[config.mk]
export PLATFORM = sky130hd
export DESIGN_NAME = irq_ctrl
export DESIGN_NICKNAME = d
export VERILOG_FILES = /design/src/rtl/irq_defs.sv /design/src/rtl/irq_sync.sv /design/src/rtl/irq_ctrl.sv
export SDC_FILE = /design/constraint.sdc
export NUM_CORES = 1
export LEC_CHECK = 0
export BUFFER_PORTS_ARGS = -buffer_cell sky130_fd_sc_hd__buf_2
export CAP_MARGIN = 20
export CELL_PAD_IN_SITES_DETAIL_PLACEMENT = 1
export CELL_PAD_IN_SITES_GLOBAL_PLACEMENT = 1
export CORE_MARGIN = 3
export CORE_UTILIZATION = 19
export DETAILED_ROUTE_END_ITERATION = 10
export HOLD_SLACK_MARGIN = 0.06
export PLACE_DENSITY = 0.95
export SLEW_MARGIN = 5
export SYNTH_ARGS = -nofsm -noshare
export SYNTH_HDL_FRONTEND = slang
export SYNTH_SLANG_ARGS = --single-unit
[constraint.sdc]
create_clock -name clk -period 1.9 [get_ports clk]
set_clock_uncertainty 0.2 [all_clocks]
set_input_delay 0.095 -clock clk [delete_from_list [all_inputs] [get_ports clk]]
set_output_delay 0.095 -clock clk [all_outputs]
set_load 0.01 [all_outputs]
[src/rtl/irq_defs.sv]
// Shared definitions for the core-side interrupt controller: cause codes,
// mip/mie bit positions, FSM state encoding and the priority encoder.
package irq_defs;

    localparam logic [3:0] MSI_CODE = 4'd3;
    localparam logic [3:0] MTI_CODE = 4'd7;
    localparam logic [3:0] MEI_CODE = 4'd11;

    localparam int MSIP_BIT = 3;
    localparam int MTIP_BIT = 7;
    localparam int MEIP_BIT = 11;

    typedef enum logic [1:0] {
        IDLE = 2'd0,
        REQ  = 2'd1,
        HOLD = 2'd2
    } irq_state_t;

    // External beats software beats timer.
    function automatic logic [3:0] prio_code(input logic mei, input logic msi, input logic mti);
        logic [3:0] code;
        code = 4'd0;
        if (mei)      code = MEI_CODE;
        else if (msi) code = MSI_CODE;
        else if (mti) code = MTI_CODE;
        return code;
    endfunction

endpackage

[src/rtl/irq_sync.sv]
// Two-flop synchronizer for an asynchronous level input. The first stage is
// exposed so the owner can look one cycle ahead of the synchronized output.
module irq_sync (
    input  logic clk,
    input  logic rst,
    input  logic d,
    output logic stage1,
    output logic q
);

    always_ff @(posedge clk or negedge rst) begin
        if (!rst) begin
            stage1 <= 1'b0;
            q      <= 1'b0;
        end else begin
            stage1 <= d;
            q      <= stage1;
        end
    end

endmodule

[src/rtl/irq_ctrl.sv]
// Core-side interrupt controller: registers CLINT lines into mip, masks them,
// and offers one prioritized interrupt to the pipeline over req/ack.
module irq_ctrl
    import irq_defs::*;
#(
    parameter int XLEN = 64
) (
    input  logic            clk,
    input  logic            rst,
    input  logic            msip,
    input  logic            mtip,
    input  logic            meip,
    input  logic            mstatus_mie,
    input  logic [XLEN-1:0] mie,
    input  logic            irq_ack,
    output logic            irq_req,
    output logic [XLEN-1:0] irq_cause,
    output logic [XLEN-1:0] mip,
    output logic            wakeup
);

    logic            msip_q;
    logic            mtip_q;
    logic            meip_s1;
    logic            meip_q;
    logic [XLEN-1:0] mip_next;
    logic [XLEN-1:0] pend;
    logic [3:0]      new_code;
    logic            load_cause;
    irq_state_t      state;
    irq_state_t      next_state;

    irq_sync u_meip_sync (
        .clk    (clk),
        .rst    (rst),
        .d      (meip),
        .stage1 (meip_s1),
        .q      (meip_q)
    );

    always_comb begin
        mip_next           = '0;
        mip_next[MSIP_BIT] = msip;
        mip_next[MTIP_BIT] = mtip;
        mip_next[MEIP_BIT] = meip_s1;
    end

    always_comb begin
        mip           = '0;
        mip[MSIP_BIT] = msip_q;
        mip[MTIP_BIT] = mtip_q;
        mip[MEIP_BIT] = meip_q;
    end

    // Wake-up looks at the value mip is about to take so WFI resumes in step with mip.
    always_ff @(posedge clk or negedge rst) begin
        if (!rst) begin
            msip_q <= 1'b0;
            mtip_q <= 1'b0;
            wakeup <= 1'b0;
        end else begin
            msip_q <= msip;
            mtip_q <= mtip;
            wakeup <= |(mip_next & mie);
        end
    end

    assign pend     = mip & mie & {XLEN{mstatus_mie}};
    assign new_code = prio_code(pend[MEIP_BIT], pend[MSIP_BIT], pend[MTIP_BIT]);
    assign irq_req  = (state == REQ);

    always_ff @(posedge clk or negedge rst) begin
        if (!rst) begin
            state <= IDLE;
        end else begin
            state <= next_state;
        end
    end

    // The cause code equals the mip bit position, so it indexes pend directly.
    always_comb begin
        next_state = state;
        load_cause = 1'b0;
        case (state)
            IDLE: begin
                if (|pend) begin
                    next_state = REQ;
                    load_cause = 1'b1;
                end
            end
            REQ: begin
                if (irq_ack) begin
                    next_state = HOLD;
                end else if (!pend[irq_cause[3:0]]) begin
                    next_state = IDLE;
                end
            end
            HOLD:    next_state = IDLE;
            default: next_state = IDLE;
        endcase
    end

    always_ff @(posedge clk or negedge rst) begin
        if (!rst) begin
            irq_cause <= '0;
        end else if (load_cause) begin
            irq_cause <= {1'b1, {(XLEN-5){1'b0}}, new_code};
        end
    end

endmodule
======== Word level (Yosys, flattened, before mapping) ========
Cells that the tools add are included.
Widths: inputs -> output; s select.
storage, ports and cells
  flip-flop bits (word level) ............. 12
  word-level logic and storage cells ...... 29
operators by class
  $lt $le $gt $ge ......................... 1
  equal/unequal tests ..................... 3
  muxes and demuxes ....................... 11
  bitwise operators ....................... 3
  reduce and logical (&&, ||, !) cells .... 4
operators by type and width
  cell                count
  $and 12x64->64      2
  $reduce_or 64->1    2
  $and 64x64->64      1
  $mux 4              2
  $lt 4x7->1 const B  1
  $mux 2              3
  $bmux 1 s4          1
  $pmux 2 s2          1
  $mux 1              3
  $mux 3              1
  $ne 3x3->1 const B  1
  $eq 2x1->1 const B  1
  $logic_not 2->1     1
  $ne 2x2->1 const B  1
  $reduce_and 2->1    1

======== Longest topological paths before layout ========
Gate-level depths: netlist (run 1).
  word-level depth ........................ 7
  depth in mapped cells ................... 3
  mapped depth without buffers ............ 3

======== Hierarchy ========
Synthesis (run 1) repeated with hierarchy kept, for this count alone.
unflattened totals
  cells, all modules ...................... 161
  area, all modules ....................... 1367.6 µm²
by module, submodules not included
  module    times used  cells each  area an instance (µm²)  seq. area each (µm²)
  irq_ctrl  1           159         1317.5                  225.2
  irq_sync  1           2           50.0                    50.0

======== Worst setup path before layout (run 1) ========
No wires, ideal clock.
  path kind ............................... register -> register
  from .................................... register mtip_q
  to ...................................... register state[0]
  data arrival time ....................... 0.894 ns
  data required time ...................... 1.567 ns
  slack ................................... 0.672 ns
  cell stages (with the launch flop) ...... 4
  buffers on the path ..................... 0
  cell sequence ........................... dfrtp_1 a22o_1 o211ai_1 o21ai_1
between the ends
  cells in the longest elaborated chain, start to end .. 6
  elaborated cells between the ends (all ways) .. 8
RTL lines
  element                              RTL line        RTL
  from (decl)                          irq_ctrl.sv:23  logic mtip_q;
  from (signal assigned)               irq_ctrl.sv:63  mtip_q <= mtip;
  $and 12x64->64 *                     irq_ctrl.sv:68  assign pend = mip & mie & {XLEN{mstatus_mie}};
  $and 64x64->64 *                     irq_ctrl.sv:68
  $bmux 1 s4                           irq_ctrl.sv:94  end else if (!pend[irq_cause[3:0]]) begin
  $mux 1 (implied by the code)         irq_ctrl.sv:94
  $ne 3x3->1 (no source line)          n/a
  $reduce_and 2->1 (no source line) *  n/a
  to (signal assigned)                 irq_ctrl.sv:76  state <= next_state;
  to (decl)                            irq_ctrl.sv:30  irq_state_t state;
Mark *: on every way between the ends. The rest lies on a longest branch, timed or not. The select of a mux whose other input is x is not followed.
A chain may end at the register's enable or synchronous reset.

======== Worst setup path after layout (run 1) ========
  from .................................... input msip
  to ...................................... register wakeup
between the ends
  cells in the longest elaborated chain, start to end .. 2
RTL lines
  element               RTL line        RTL
  from (decl)           irq_ctrl.sv:10  input logic msip,
  $and 12x64->64        irq_ctrl.sv:64  wakeup <= |(mip_next & mie);
  $reduce_or 64->1      irq_ctrl.sv:64
  to (signal assigned)  irq_ctrl.sv:64
  to (decl)             irq_ctrl.sv:19  output logic wakeup
Every way passes these cells.

==> flow_metrics.env, run 1 <==
export IMPL_status="finished clean"
export IMPL_power_leakage_nw=0.709
export IMPL_core_region_area_um2=6870
export IMPL_synthTopCellsByCount="buf_4 (124), dfrtp_1 (11), inv_1 (3), nand2b_1 (3)"
export IMPL_async_flop_share_pct=100
export IMPL_vias=709
export IMPL_ys_ff_latch=11
export IMPL_hold_viol_final=0
export IMPL_antenna_left=0
export IMPL_tns_ns=0
export IMPL_cts_resized=0
export IMPL_drive_gt1_share_pct=12.2
export IMPL_rr_worst_depth=3
export IMPL_grt_use_total_pct=5.21
export IMPL_tritoncts="yes"
export IMPL_area_delta_synth_final_pct=-9.79
export IMPL_setup_violations=0
export IMPL_post_synth_top_area_cell="buf_4"
export IMPL_grt_pass1_wl_mm=3.32
export IMPL_fin_ws_ns=0.0869
export IMPL_hold_class="primary input to async pin"
export IMPL_holdBufCountCts=9
export IMPL_gp_congestion=0.692
export IMPL_dr_pass1_iters=4
export IMPL_drt_iter0_markers=18
export IMPL_reg2reg_slack_ns=0.32
export IMPL_rows=30
export IMPL_clkTransAtPathRegs_ns=0.05
export IMPL_drv_slew=0
export IMPL_final_nets=260
export IMPL_port_buffers=19
export IMPL_finalCritPeriodShare_pct=95.4
export IMPL_worst_ep_required_time_ns=1.83
export IMPL_drc_errors=0
export IMPL_final_area_um2=1230
export IMPL_post_place_ws_ns=0.532
export IMPL_cp_arrival_ns=1.74
export IMPL_cp_max_fo=2
export IMPL_syn_area_um2=1370
export IMPL_synth_area_top_cells="buf_4 (68%), dfrtp_1 (20%), nand2b_1 (1.4%)"
export IMPL_vias_per_cell=2.50
export IMPL_die_width_um=90.8
export IMPL_synth_cell_types=21
export IMPL_io_pins=201
export IMPL_avgRoutedWirePerCell_um=8.30
export IMPL_seq_area_frac_synth_pct=20.1
export IMPL_yosysMostFrequentCell="buf_4"
export IMPL_cp_start_kind="primary input"
export IMPL_grt_max_degree=12
export IMPL_die_area_um2=8250
export IMPL_max_freq_mhz=552
export IMPL_grt_pass1_vias=692
export IMPL_start_util_pct=19.9
export IMPL_peakVddDrop_mv=0.219
export IMPL_clock_sinks=11
export IMPL_antenna_found_initial=0
export IMPL_ys_flop_type="dfrtp_1"
export IMPL_cap_viol_max_count=0
export IMPL_drt_total_wl_mm=2.36
export IMPL_globalRouteOverflowTotal=0
export IMPL_yosysTopAreaCellShare_pct=68.1
export IMPL_syn_area_per_cell_um2=8.49
export IMPL_synth_warnings=0
export IMPL_diodes=0
export IMPL_endpoint_kind="flop"
export IMPL_nFillCells=887
export IMPL_clkLatencyLatePin_ns=0.24
export IMPL_cts_buffer_depth=2
export IMPL_synthCells=161
export IMPL_htree_levels=1
export IMPL_hpwl_mm=2.04
export IMPL_cts_root_buf="clkbuf_8"
export IMPL_multi_input_area_um2=597
export IMPL_dpl_cell_area_um2=1100
export IMPL_synth_edf_count=0
export IMPL_power_density_nw_per_um2=595
export IMPL_die_y_um=90.8
export IMPL_finalWorstPathRequiredPeriod_ns=1.81
export IMPL_rsz0062_at_grt="no"
export IMPL_seq_area_um2=275
export IMPL_worstSetupPathType="primary input to flop"
export IMPL_cts_setup_buffers=0
export IMPL_numCtsBuffers=3
==> registers in the layout (all words and copies together), names as in the netlist <==
register and cells:
irq_cause 4, msip_q 1, mtip_q 1, state 2
u_meip_sync.q 1, u_meip_sync.stage1 1, wakeup 1
==> routing by layer <==
metal	wire [µm]	vias up	track usage, %
met5	0	-	0
met4	25	0	2.01
met3	441	2	3.83
met2	1090	83	8.34
met1	804	309	5.18
li1	-	315	-
==> cells by family after synthesis <==
| logic type | after synthesis | synth area share (%) |
|---|---|---|
| AND/OR/NAND/NOR | 12 | 5.22 |
| buffers and inverters | 127 | 68.9 |
| flip-flops | 11 | 20.1 |
| other | 1 | 0.274 |
| AO/OA/AOI/OAI | 10 | 5.49 |
==> path summary, 6_finish.rpt <==
check,endpoint,from
worst max-delay path,wakeup$_DFF_PN0_,msip
worst min-delay path,state[1]$_DFFE_PN0P_,rst
worst max register to register,wakeup$_DFF_PN0_,u_meip_sync.stage1$_DFF_PN0_
worst min register to register,u_meip_sync.q$_DFF_PN0_,u_meip_sync.stage1$_DFF_PN0_
max in group asynchronous,mtip_q$_DFF_PN0_,rst
min in group clk,irq_cause[2]$_DFFE_PN0P_,mie[7]
==> power breakdown <==
group	internal (mW)	leakage (nW)	switching, mW
clock network	0.147	0.0228	0.0847
registers	0.256	0.127	0.0189
logic	0.0582	0.560	0.169
==> layout by cell type, fill, tap and decap left out <==
master	netlist	final
a21oi_1	2	2
a222oi_1	1	1
a22o_1	1	1
a31oi_1	1	1
a32o_1	1	1
and2_1	2	2
and3_1	1	1
buf_2	0	19
clkbuf_1	0	1
clkbuf_8	0	3
conb_1	1	120
dfrtp_1	11	11
dlygate4sd3_1	0	9
inv_1	3	3
nand2_1	1	1
nand2b_1	3	3
nand3_1	2	2
nand3_2	1	1
nor2_1	1	1
nor2b_1	1	1
o2111ai_1	1	1
o211ai_1	1	1
o21ai_1	1	1
o22a_1	1	1
==> cell type report <==
class	count	area share, %
Clock buffer	4	3.65
Inverter	3	0.913
Multi-Input combinational cell	142	48.4
Sequential cell	11	22.3
Tap cell	96	9.74
Timing Repair Buffer	28	15.0
==> stage by stage <==
stage,hold slack [ns],util (%),cells,power (mW)
2_1_floorplan,-0.401,-,280,0.618
3_3_place_gp,-0.233,16.0,271,0.475
3_5_place_dp,-0.215,16.0,271,0.483
4_1_cts,0.0689,18.0,284,0.740
5_1_grt,0.0881,18.0,284,0.791
6_report,0.0613,18.0,284,0.734
==> worst max-delay path: stages <==
cell           delay [ns]
dlygate4sd3_1        0.54
buf_2                0.13
a222oi_1             0.32
dlygate4sd3_1        0.60
inv_1                0.05
Note: power is estimated with default switching activity, not from simulation.
==> run 2, diff against run 1 <==
CORE_ASPECT_RATIO = 0.9   (was default)
CTS_CLUSTER_DIAMETER = 40   (was default)
==> run 2 against run 1 <==
  * Sequential share of layout area hardly changed
  * Fmax fell by 0.58%
  * Clock-buffer cell count unchanged
  * Power decreased by 0.37%
  * Routed wire length rose by 1.4%
  * Die area about the same
  * Register-to-register slack hardly changed
  * Global-route usage fell by 0.45 points
  * Largest cell class unchanged
  * Largest power group unchanged
==> flow_metrics.env, run 2 (synthesized netlist as in run 1, its figures left out) <==
export IMPL_hpwl_mm=2.02
export IMPL_rr_worst_depth=3
export IMPL_drv_slew=0
export IMPL_cts_buffer_depth=2
export IMPL_cpMostUsedCell="dlygate4sd3_1"
export IMPL_start_util_pct=20.2
export IMPL_status="finished clean"
export IMPL_finalWorstPathRequiredPeriod_ns=1.82
export IMPL_clkLatencyLatePin_ns=0.23
export IMPL_holdBufCountCts=10
export IMPL_diodes=0
export IMPL_antenna_left=0
export IMPL_largest_reg_flops=4
export IMPL_avgRoutedWirePerCell_um=8.57
export IMPL_core_region_area_um2=6760
export IMPL_dpl_cell_area_um2=1090
export IMPL_endpoint="wakeup$_DFF_PN0_"
export IMPL_hold_viol_final=0
export IMPL_top_register="irq_cause"
export IMPL_drt_total_wl_mm=2.39
export IMPL_cp_arrival_ns=1.75
export IMPL_clkTransAtPathRegs_ns=0.05
export IMPL_crit_start="mie[3]"
export IMPL_hold_class="primary input to async pin"
export IMPL_finalNonFillerCells=279
export IMPL_power_internal_mw=0.462
export IMPL_die_width_um=95.4
export IMPL_die_y_um=86.5
export IMPL_drt_iter0_markers=19
export IMPL_dr_pass1_iters=4
export IMPL_die_area_um2=8250
export IMPL_htree_levels=1
export IMPL_setup_violations=0
export IMPL_grt_pass1_wl_mm=3.01
export IMPL_numCtsBuffers=3
export IMPL_endpoint_kind="flop"
export IMPL_critPathSlowestCell="dlygate4sd3_1"
export IMPL_worstSetupPathType="primary input to flop"
export IMPL_reg2reg_to="wakeup$_DFF_PN0_"
export IMPL_tns_ns=0
export IMPL_top_regs="irq_cause (4), state (2)"
export IMPL_vias=732
export IMPL_power_leakage_nw=0.714
export IMPL_tritoncts="yes"
export IMPL_worst_ep_required_time_ns=1.83
export IMPL_power_switching_mw=0.269
export IMPL_port_buffers=19
export IMPL_power_frac_comb_pct=32.1
export IMPL_cts_setup_buffers=0
export IMPL_grt_use_total_pct=4.76
export IMPL_power_density_nw_per_um2=591
export IMPL_final_nets=261
export IMPL_layout_commonest_cell="conb_1"
export IMPL_antenna_found_initial=0
export IMPL_swShare_pct=36.7
export IMPL_reg2reg_slack_ns=0.32
export IMPL_drc_errors=0
export IMPL_final_cell_mix="conb_1 (120), buf_2 (19), dfrtp_1 (11), dlygate4sd3_1 (10)"
export IMPL_gp_congestion=0.664
export IMPL_peakVddDrop_mv=0.176
export IMPL_clock_sinks=11
export IMPL_grt_max_degree=12
export IMPL_power_mw=0.731
export IMPL_seqPwrFrac_pct=37.4
export IMPL_grt_pass1_vias=601
export IMPL_cts_resized=0
export IMPL_drive_gt1_share_pct=12.2
export IMPL_nFillCells=853
export IMPL_cap_viol_max_count=0
export IMPL_reg2reg_from="u_meip_sync.stage1$_DFF_PN0_"
export IMPL_vias_per_cell=2.62
export IMPL_rsz0062_at_grt="no"
export IMPL_finalCritPeriodShare_pct=96.0
export IMPL_io_pins=201
export IMPL_crit_path_max_incr_delay_ns=0.60
export IMPL_cp_max_fo=4
export IMPL_dp_cells=265
export IMPL_crit_chain="dlygate4sd3_1 > buf_2 > a222oi_1 > dlygate4sd3_1 > inv_1"
export IMPL_cp_start_kind="primary input"
export IMPL_final_area_um2=1240
export IMPL_rows=28
export IMPL_cts_root_buf="clkbuf_8"
export IMPL_globalRouteOverflowTotal=0
export IMPL_p_clk_share_pct=30.5
export IMPL_area_delta_synth_final_pct=-9.61
export IMPL_max_freq_mhz=548
==> run 2: cell count changes in the layout (fill, tap and decap cells not counted) <==
cell	change
dlygate4sd3_1	+1
==> run 2: worst min path at each step <==
stage / startpoint / end / slack, ns / cells past startpoint
global placement: rst / wakeup$_DFF_PN0_ / -0.23 / 1
detailed placement: rst / mtip_q$_DFF_PN0_ / -0.23 / 1
CTS: rst / mtip_q$_DFF_PN0_ / 0.07 / 2
floorplan: rst / irq_cause[1]$_DFFE_PN0P_ / -0.40 / 0
finish: rst / mtip_q$_DFF_PN0_ / 0.10 / 2
global route: rst / wakeup$_DFF_PN0_ / 0.16 / 2
==> run 2: metrics by stage <==
step	hold WS [ns]	setup slack (ns)	util [%]
after CTS	0.0705	0.132	18.3
after floorplan	-0.401	0.672	-
after detailed placement	-0.225	0.541	16.1
after global routing	0.158	0.0152	18.3
final	0.104	0.0764	18.3
after global placement	-0.229	0.589	16.1
==> run 2: critical path, delay by kind of cell <==
family / cells / cell delay (ns)
AOI/OAI and AO/OA: 1 / 0.34
buffers and inverters: 4 / 1.32
==> run 2: power groups by stage <==
stage	Combinational, mW	Sequential (mW)	Clock (mW)
2_1_floorplan	0.338	0.280	0
3_3_place_gp	0.203	0.276	0
3_5_place_dp	0.208	0.277	0
4_1_cts	0.226	0.274	0.228
5_1_grt	0.262	0.278	0.241
6_report	0.235	0.273	0.223
==> run 2: layer usage <==
layer | vias to the layer above | track usage [%] | wire length [µm] | part of all wire [%]
met2 | 71 | 9.60 | 1400 | 59
met4 | 0 | 0.775 | 17 | 0.71
li1 | 320 | - | - | -
met5 | - | 0 | 0 | 0
met3 | 4 | 2.00 | 319 | 13
met1 | 337 | 4.44 | 652 | 27
==> run 2: layout make-up <==
cell class	instances	area, µm²	area share [%]
Sequential cell	11	275	22.3
Inverter	3	11.3	0.911
Timing Repair Buffer	29	195	15.8
Multi-Input combinational cell	142	597	48.3
Clock buffer	4	45.0	3.64
Tap cell	90	113	9.11
==> run 3, diff against run 2 <==
ABC_AREA = 1   (was default)
==> run 3 against run 2 <==
  * Die area rose by 0.17%
  * Sequential power up 4%
  * Routed wire length is 1.5% higher
  * Worst hold slack worse by 0.048 ns
  * Sequential share of layout area is 0.14 points higher
  * Via count up 1.4%
  * Final area shrank 0.61%
  * Worst setup slack gained 0.22 ns
  * Global-route usage is 0.32 points higher
  * Clock-buffer cell count did not move
  * Cell count rose by 4.3%
  * Critical endpoint is now irq_cause[3]$_DFFE_PN0P_
==> flow_metrics.env, run 3 <==
export IMPL_status="finished clean"
export IMPL_avgRoutedWirePerCell_um=8.34
export IMPL_cp_start_kind="flop"
export IMPL_antenna_left=0
export IMPL_post_place_ws_ns=0.751
export IMPL_core_region_area_um2=6800
export IMPL_final_cell_mix="conb_1 (120), buf_2 (19), nand2_1 (13), dfrtp_1 (11), dlygate4sd3_1 (9)"
export IMPL_numCtsBuffers=3
export IMPL_gp_congestion=0.703
export IMPL_vias_per_cell=2.55
export IMPL_syn_area_um2=1370
export IMPL_synth_area_top_cells="buf_4 (68%), dfrtp_1 (20%), nand2_1 (3.6%)"
export IMPL_rsz0062_at_grt="no"
export IMPL_power_leakage_nw=0.764
export IMPL_synthCells=174
export IMPL_worst_ep_required_time_ns=1.88
export IMPL_grt_pass1_wl_mm=3.15
export IMPL_ys_flop_type="dfrtp_1"
export IMPL_final_area_um2=1230
export IMPL_hold_viol_final=0
export IMPL_diodes=0
export IMPL_synthTopCellsByCount="buf_4 (124), nand2_1 (13), dfrtp_1 (11)"
export IMPL_finalNonFillerCells=291
export IMPL_synth_cell_types=12
export IMPL_cts_resized=0
export IMPL_ys_ff_latch=11
export IMPL_die_width_um=95.5
export IMPL_hpwl_mm=2.18
export IMPL_cts_buffer_depth=2
export IMPL_drv_slew=0
export IMPL_clkTransAtPathRegs_ns=0.05
export IMPL_holdBufCountCts=9
export IMPL_final_nets=273
export IMPL_dpl_cell_area_um2=1090
export IMPL_antenna_found_initial=0
export IMPL_start_util_pct=20.2
export IMPL_cp_max_fo=4
export IMPL_drive_gt1_share_pct=11.9
export IMPL_syn_area_per_cell_um2=7.87
export IMPL_die_area_um2=8270
export IMPL_port_buffers=19
export IMPL_max_freq_mhz=623
export IMPL_post_synth_top_area_cell="buf_4"
export IMPL_cts_root_buf="clkbuf_8"
export IMPL_io_pins=201
export IMPL_finalCritPeriodShare_pct=84.5
export IMPL_seq_area_frac_synth_pct=20.1
export IMPL_die_y_um=86.6
export IMPL_synth_warnings=0
export IMPL_dr_pass1_iters=3
export IMPL_async_flop_share_pct=100
export IMPL_area_delta_synth_final_pct=-10.3
export IMPL_grt_use_total_pct=5.08
export IMPL_drt_iter0_markers=27
export IMPL_top_regs="irq_cause (4), state (2)"
export IMPL_largest_reg_flops=4
export IMPL_tns_ns=0
export IMPL_cp_arrival_ns=1.58
export IMPL_dp_cells=278
export IMPL_setup_violations=0
export IMPL_vias=742
export IMPL_layout_commonest_cell="conb_1"
export IMPL_grt_max_degree=12
export IMPL_worstSetupPathType="flop to flop"
export IMPL_synth_edf_count=0
export IMPL_drc_errors=0
export IMPL_finalWorstPathRequiredPeriod_ns=1.61
export IMPL_fin_ws_ns=0.294
export IMPL_cts_setup_buffers=0
export IMPL_clock_sinks=11
export IMPL_peakVddDrop_mv=0.154
export IMPL_rows=28
export IMPL_top_register="irq_cause"
export IMPL_yosysTopAreaCellShare_pct=67.9
export IMPL_clkLatencyLatePin_ns=0.24
export IMPL_reg2reg_slack_ns=0.29
export IMPL_final_util_pct=18.1
export IMPL_grt_pass1_vias=665
export IMPL_tritoncts="yes"
export IMPL_drt_total_wl_mm=2.43
export IMPL_cap_viol_max_count=0
export IMPL_globalRouteOverflowTotal=0
export IMPL_power_density_nw_per_um2=628
export IMPL_htree_levels=1
export IMPL_yosysMostFrequentCell="buf_4"
export IMPL_endpoint_kind="flop"
export IMPL_hold_class="primary input to async pin"
-- run 3: cell count changes after synthesis, moves of 2 or more --
cell / before / now
a21oi_1: 2 / 0
and2_1: 2 / 0
inv_1: 3 / 8
nand2_1: 1 / 13
nand2b_1: 3 / 0
nand3_1: 2 / 6
nor2_1: 1 / 6
-- run 3: path summary, 6_finish.rpt --
check | from | end | cells past startpoint
worst max-delay path | state[1]$_DFFE_PN0P_ | irq_cause[3]$_DFFE_PN0P_ | 4
worst min-delay path | rst | irq_cause[63]$_DFFE_PN0P_ | 2
worst max register to register | state[1]$_DFFE_PN0P_ | irq_cause[3]$_DFFE_PN0P_ | 4
worst min register to register | u_meip_sync.stage1$_DFF_PN0_ | u_meip_sync.q$_DFF_PN0_ | 0
max in group asynchronous | rst | u_meip_sync.stage1$_DFF_PN0_ | 2
min in group clk | mie[3] | state[0]$_DFFE_PN0P_ | 5
-- run 3: logic make-up after synthesis --
kind of cell | Yosys count | share of synthesized area (%)
and+or+nand+nor | 28 | 8.77
buffers and inverters | 132 | 70.1
DFF | 11 | 20.1
other | 1 | 0.274
AOI/OAI and AO/OA | 2 | 0.730
-- run 3: metal layers --
layer / GRT usage, % / vias to the layer above / wire, µm
met2: 10.7 / 70 / 1450
li1: - / 332 / -
met4: 3.49 / 0 / 67
met1: 4.11 / 335 / 640
met5: 0 / - / 0
met3: 0.781 / 5 / 267
-- run 3: worst max-delay path: stages, from the launching register on --
cell,delay (ns)
dfrtp_1,0.38
nor2_2,0.20
nand4_1,0.11
dlygate4sd3_1,0.57
nand2_1,0.07
-- run 3: report_power, final --
| part | switching [mW] | total (mW) | internal, mW | leakage [nW] |
|---|---|---|---|---|
| sequential | 0.0229 | 0.283 | 0.260 | 0.127 |
| combinational | 0.191 | 0.251 | 0.0599 | 0.615 |
| clock | 0.0898 | 0.237 | 0.147 | 0.0228 |
| total | 0.304 | 0.772 | 0.468 | 0.764 |
-- run 3: stage by stage --
stage / total power, mW / hold WS [ns]
6_report: 0.772 / 0.0563
5_1_grt: 0.830 / 0.0711
4_1_cts: 0.775 / 0.0636
3_5_place_dp: 0.513 / -0.218
3_3_place_gp: 0.504 / -0.232
2_1_floorplan: 0.641 / -0.401
-- run 3: final cells by class --
class / count / area, µm²
inverters: 8 / 30.0
multi-input cells: 150 / 581
repair buffers: 28 / 185
flip-flops and latches: 11 / 275
well taps: 90 / 113
fillers: 870 / 5570
clock buffers: 4 / 45.0
